`src/rtl/rf_wb_arbiter.sv`:
```
// Register-file write-port arbiter: pipeline writeback (req0) has priority,
// the multi-cycle unit (req1) gets a forced grant after MAX_WAIT stalled cycles.
//
// state   | meaning
// --------+--------------------------------------------------------------
// NORMAL  | requester 0 has priority, requester 1 served when 0 is idle
// FORCE1  | requester 1 starved MAX_WAIT cycles, it now has priority
module rf_wb_arbiter #(
  parameter int WIDTH    = 32,
  parameter int MAX_WAIT = 4
) (
  input  logic             clk,
  input  logic             reset_n,
  input  logic             req0_valid,
  input  logic [4:0]       req0_addr,
  input  logic [WIDTH-1:0] req0_data,
  output logic             req0_ready,
  input  logic             req1_valid,
  input  logic [4:0]       req1_addr,
  input  logic [WIDTH-1:0] req1_data,
  output logic             req1_ready,
  output logic             rf_reg_write,
  output logic [4:0]       rf_waddr,
  output logic [WIDTH-1:0] rf_wdata,
  output logic             rf_grant_id,
  output logic             starve_event
);

  typedef enum logic {
    S_NORMAL = 1'b0,
    S_FORCE1 = 1'b1
  } state_t;

  localparam logic [3:0] WAIT_SAT  = 4'(MAX_WAIT);
  localparam logic [3:0] WAIT_LAST = 4'(MAX_WAIT - 1);

  state_t           state_q, state_d;
  logic [3:0]       wait_cnt_q, wait_cnt_d;
  logic             rf_reg_write_q, rf_reg_write_d;
  logic [4:0]       rf_waddr_q, rf_waddr_d;
  logic [WIDTH-1:0] rf_wdata_q, rf_wdata_d;
  logic             rf_grant_id_q, rf_grant_id_d;
  logic             starve_event_q, starve_event_d;

  logic grant0, grant1;

  // Grants look only at state and both valids, never at a ready.
  always_comb begin
    grant0 = 1'b0;
    grant1 = 1'b0;
    if (state_q == S_FORCE1) begin
      grant1 = req1_valid;
      grant0 = req0_valid & ~req1_valid;
    end else begin
      grant0 = req0_valid;
      grant1 = req1_valid & ~req0_valid;
    end
  end

  assign req0_ready = grant0;
  assign req1_ready = grant1;

  always_comb begin
    state_d    = state_q;
    wait_cnt_d = wait_cnt_q;

    if (!req1_valid || grant1) begin
      wait_cnt_d = 4'd0;
    end else if (wait_cnt_q != WAIT_SAT) begin
      wait_cnt_d = wait_cnt_q + 4'd1;
    end

    case (state_q)
      S_NORMAL: begin
        if (req1_valid && !grant1 && wait_cnt_q == WAIT_LAST) begin
          state_d = S_FORCE1;
        end
      end
      S_FORCE1: begin
        if (grant1 || !req1_valid) begin
          state_d = S_NORMAL;
        end
      end
      default: state_d = S_NORMAL;
    endcase
  end

  // Output register: address/data/id hold across idle cycles.
  always_comb begin
    rf_reg_write_d = 1'b0;
    starve_event_d = 1'b0;
    rf_waddr_d     = rf_waddr_q;
    rf_wdata_d     = rf_wdata_q;
    rf_grant_id_d  = rf_grant_id_q;
    if (grant1) begin
      rf_reg_write_d = (req1_addr != 5'd0);
      rf_waddr_d     = req1_addr;
      rf_wdata_d     = req1_data;
      rf_grant_id_d  = 1'b1;
      starve_event_d = (state_q == S_FORCE1) & req0_valid;
    end else if (grant0) begin
      rf_reg_write_d = (req0_addr != 5'd0);
      rf_waddr_d     = req0_addr;
      rf_wdata_d     = req0_data;
      rf_grant_id_d  = 1'b0;
    end
  end

  always_ff @(posedge clk or negedge reset_n) begin
    if (!reset_n) begin
      state_q        <= S_NORMAL;
      wait_cnt_q     <= 4'd0;
      rf_reg_write_q <= 1'b0;
      rf_waddr_q     <= 5'd0;
      rf_wdata_q     <= '0;
      rf_grant_id_q  <= 1'b0;
      starve_event_q <= 1'b0;
    end else begin
      state_q        <= state_d;
      wait_cnt_q     <= wait_cnt_d;
      rf_reg_write_q <= rf_reg_write_d;
      rf_waddr_q     <= rf_waddr_d;
      rf_wdata_q     <= rf_wdata_d;
      rf_grant_id_q  <= rf_grant_id_d;
      starve_event_q <= starve_event_d;
    end
  end

  assign rf_reg_write = rf_reg_write_q;
  assign rf_waddr     = rf_waddr_q;
  assign rf_wdata     = rf_wdata_q;
  assign rf_grant_id  = rf_grant_id_q;
  assign starve_event = starve_event_q;

endmodule

```
`config.mk`:
```
export PLATFORM = sky130hd
export DESIGN_NAME = rf_wb_arbiter
export DESIGN_NICKNAME = d
export VERILOG_FILES = /design/src/rtl/rf_wb_arbiter.sv
export SDC_FILE = /design/constraint.sdc
export NUM_CORES = 1
export LEC_CHECK = 0
export BUFFER_PORTS_ARGS = -buffer_cell sky130_fd_sc_hd__buf_2
export CAP_MARGIN = 20
export CORE_MARGIN = 4
export CORE_UTILIZATION = 42
export DETAILED_ROUTE_END_ITERATION = 16
export PLACE_DENSITY = 0.76
export SKIP_CTS_REPAIR_TIMING = 1
export SYNTH_ARGS = -nofsm -noshare
export SYNTH_HDL_FRONTEND = slang
export SYNTH_SLANG_ARGS = --single-unit
```
`constraint.sdc`:
```
create_clock -name clk -period 1.15 [get_ports clk]
set_input_delay 0 -clock clk [delete_from_list [all_inputs] [get_ports clk]]
set_output_delay 0 -clock clk [all_outputs]
set_load 0.005 [all_outputs]
```
==> impl_metrics.env <==
export IMPL_h_tree_depth=2
export IMPL_synth_most_common_cell="dfrtp_1"
export IMPL_vias=2447
export IMPL_fin_skew_ns=0.01189
export IMPL_vias_per_cell=5.184
export IMPL_antenna_cells=0
export IMPL_grt_pass1_vias=2389
export IMPL_area_growth_pct=51.79
export IMPL_ys_types=30
export IMPL_worst_hold_path_type="in -> reg"
export IMPL_drt_iter0_drc=167
export IMPL_hpwl_mm=4.846
export IMPL_path_cells="nand2b_4 -> nand2_4 -> buf_12 -> inv_2 -> buf_6"
export IMPL_hold_slack_ns=-0.01501
export IMPL_worstSetupStartpointType="register"
export IMPL_start_util_pct=43.40
export IMPL_wl_per_cell_um=15.46
export IMPL_cts_buffers=5
export IMPL_clk_latency_ns=0.30
export IMPL_core_mm2=0.005956
export IMPL_drive_gt1_share_pct=54.91
export IMPL_antenna_found_initial=0
export IMPL_ir_drop_mv=0.4960
export IMPL_synthTopCellsByArea="dfrtp_1, o221a_2, a21o_1"
export IMPL_slew_headroom_pct=83.18
export IMPL_violations="hold timing, setup timing"
export IMPL_drv_slew=0
export IMPL_worstSetupEndpointType="output pin"
export IMPL_synthCells=239
export IMPL_worstMarginPinSlew_ns=0.2524
export IMPL_clk_path_buf_depth=2
export IMPL_synthTopCellsByCount="dfrtp_1, o221a_2, nand2b_1"
export IMPL_synth_top_area_cell="dfrtp_1"
export IMPL_die_h_um=86.45
export IMPL_cts_tree="yes"
export IMPL_avgSynthCellArea_um2=10.82
export IMPL_fp_dieArea_mm2=0.007474
export IMPL_ys_seq_area_share_pct=43.56
export IMPL_dp_slack_ns=0.02924
export IMPL_cp_arrival_ns=1.19
export IMPL_globalplace_congestion=0.7714
export IMPL_grt_pass1_wl_mm=11.02
export IMPL_slowest_stage="dfrtp_1"
export IMPL_period_share_pct=103.0
export IMPL_power_mw=4.114
export IMPL_drtAntennaViolNets=0
export IMPL_required_ns=1.15
export IMPL_ys_seq_elements=45
export IMPL_yosysWarnings=0
export IMPL_stdcell_area_mm2=0.003924
export IMPL_nNetsFinal=476
export IMPL_path_class="reg -> out"
export IMPL_std_cell_rows=28
export IMPL_syn_cell_area_mm2=0.002585
export IMPL_min_period_ns=1.185
export IMPL_synth_edf_count=0
export IMPL_wl_mm=7.298
export IMPL_io_pins=120
export IMPL_grt_max_degree=46
export IMPL_cap_viol_max_count=0
export IMPL_synth_top_area_share_pct=43.56
export IMPL_gr_total_overflow=0
export IMPL_status="finished with violations"
export IMPL_max_freq_ghz=0.8438
export IMPL_path_max_fanout=8
export IMPL_max_stage_delay_ns=0.38
export IMPL_portBuffers=119
export IMPL_rsz0062_at_grt="yes"
export IMPL_power_leakage_nw=1.898
export IMPL_setup_viol=11
export IMPL_drcViolationCount=0
export IMPL_track_usage_pct=18.13
export IMPL_yosys_most_used_dff="dfrtp_1"
export IMPL_clock_sinks=45
export IMPL_layout_setup_ws_ns=-0.03505
export IMPL_async_flop_share_pct=100.0
export IMPL_placed_area_mm2=0.003368
export IMPL_clk_pin_slew_ns=0.09
export IMPL_die_x_um=86.45
export IMPL_cts_root_buf="clkbuf_8"
export IMPL_syn_nets=319
export IMPL_p_per_area_mw_per_mm2=1049
export IMPL_dr_pass1_iters=4
export IMPL_hold_viol_final=3
-- worst paths after layout --
| check | endpoint | startpoint | slack, ns | depth (start not counted) |
|---|---|---|---|---|
| worst max-delay path | req1_ready | state_q$_DFF_PN0_ | -0.04 | 5 |
| worst min-delay path | rf_wdata[21]$_DFFE_PN0P_ | req1_data[21] | -0.02 | 2 |
| worst max register to register | rf_waddr[1]$_DFFE_PN0P_ | state_q$_DFF_PN0_ | -0.02 | 5 |
| worst min register to register | state_q$_DFF_PN0_ | wait_cnt_q[3]$_DFFE_PN0P_ | 0.53 | 1 |
| max in group asynchronous | rf_wdata[9]$_DFFE_PN0P_ | reset_n | 0.73 | 3 |
| min in group asynchronous | rf_waddr[4]$_DFFE_PN0P_ | reset_n | 0.20 | 3 |
-- worst max-delay path, delay by kind of cell (launching register included) --
family	cells	cell delay [ns]
buf+inv	3	0.27
simple gates	2	0.25
flops	1	0.38
-- state kept, by name, indices dropped and copies added, names as in the netlist --
signal	flops
wait_cnt_q	4
rf_waddr	5
rf_grant_id	1
rf_wdata	32
state_q	1
starve_event	1
rf_reg_write	1
-- metal layers --
layer / up-vias / routed length (µm) / global-route usage, %
met5: - / 0 / 0
met2: 85 / 3572 / 30.88
met3: 7 / 481 / 3.992
met1: 1168 / 3186 / 23.39
li1: 1187 / - / -
met4: 0 / 59 / 4.533
-- cell families (layout without fill, tap and decap cells) --
kind of cell,after synthesis,in the layout,share of synthesized area (%)
AO/OA/AOI/OAI,80,80,28.65
XOR/XNOR,1,1,0.3389
adder cells (fa/ha/maj),2,2,0.9679
buffers and inverters,25,183,4.792
flip-flops,45,45,43.56
multiplexers,2,2,0.7745
AND/OR/NAND/NOR,84,84,20.91
-- placed cells by master, fill, tap and decap left out --
| cell | Yosys | final |
|---|---|---|
| buf_2 | 3 | 118 |
| dfrtp_1 | 45 | 45 |
| dlygate4sd3_1 | 0 | 34 |
| nand2b_1 | 33 | 33 |
| a21o_1 | 32 | 32 |
| o221a_2 | 35 | 31 |
| or2_2 | 31 | 31 |
| buf_4 | 5 | 7 |
| buf_12 | 0 | 7 |
| clkbuf_8 | 0 | 6 |
| nor2_1 | 5 | 5 |
| nor2b_1 | 5 | 5 |
| a211o_1 | 5 | 5 |
| buf_6 | 1 | 5 |
| o221a_4 | 0 | 4 |
| inv_1 | 4 | 3 |
| o21ai_0 | 3 | 3 |
| or4_1 | 2 | 2 |
| o221a_1 | 2 | 2 |
| mux2i_1 | 2 | 2 |
| ha_2 | 0 | 2 |
| nand2b_4 | 0 | 1 |
| nand2_4 | 0 | 1 |
| inv_2 | 0 | 1 |
| a21boi_4 | 0 | 1 |
| and3_1 | 1 | 1 |
| nand3b_4 | 1 | 1 |
| nor4b_2 | 1 | 1 |
| or2_0 | 1 | 1 |
| a31oi_1 | 1 | 1 |
| o21a_1 | 1 | 1 |
| nand3b_1 | 1 | 1 |
| xnor2_1 | 1 | 1 |
| nand3_1 | 1 | 1 |
| bufinv_16 | 0 | 1 |
| clkbuf_1 | 12 | 1 |
-- stage by stage --
| stage | hold WS, ns | utilization, % | setup TNS (ns) | std cells |
|---|---|---|---|---|
| after floorplan | -0.2956 | - | -0.6676 | 239 |
| after global placement | 0.001096 | 56.55 | 0 | 426 |
| after detailed placement | 0.0005119 | 56.55 | 0 | 426 |
| after CTS | -0.3277 | 58.51 | -0.1055 | 434 |
| after global routing | 0.001181 | 65.88 | -0.9259 | 472 |
| final | -0.01501 | 65.88 | -0.1844 | 472 |
-- report_power, final --
group / internal, mW / leakage, nW / switching [mW]
logic: 0.646 / 1.30 / 0.413
clock network: 0.709 / 0.0585 / 0.549
registers: 1.73 / 0.535 / 0.0712
total: 3.08 / 1.90 / 1.03
-- layout make-up --
class | count | area (µm²)
sequential | 45 | 1126
fill | 471 | 2032
tap | 75 | 93.84
clock buffer | 7 | 86.33
clock inverter | 1 | 30.03
timing repair buffer | 171 | 1180
multi-input combinational | 169 | 1393
inverter | 4 | 15.01
Power figures use the tool's default switching activity.
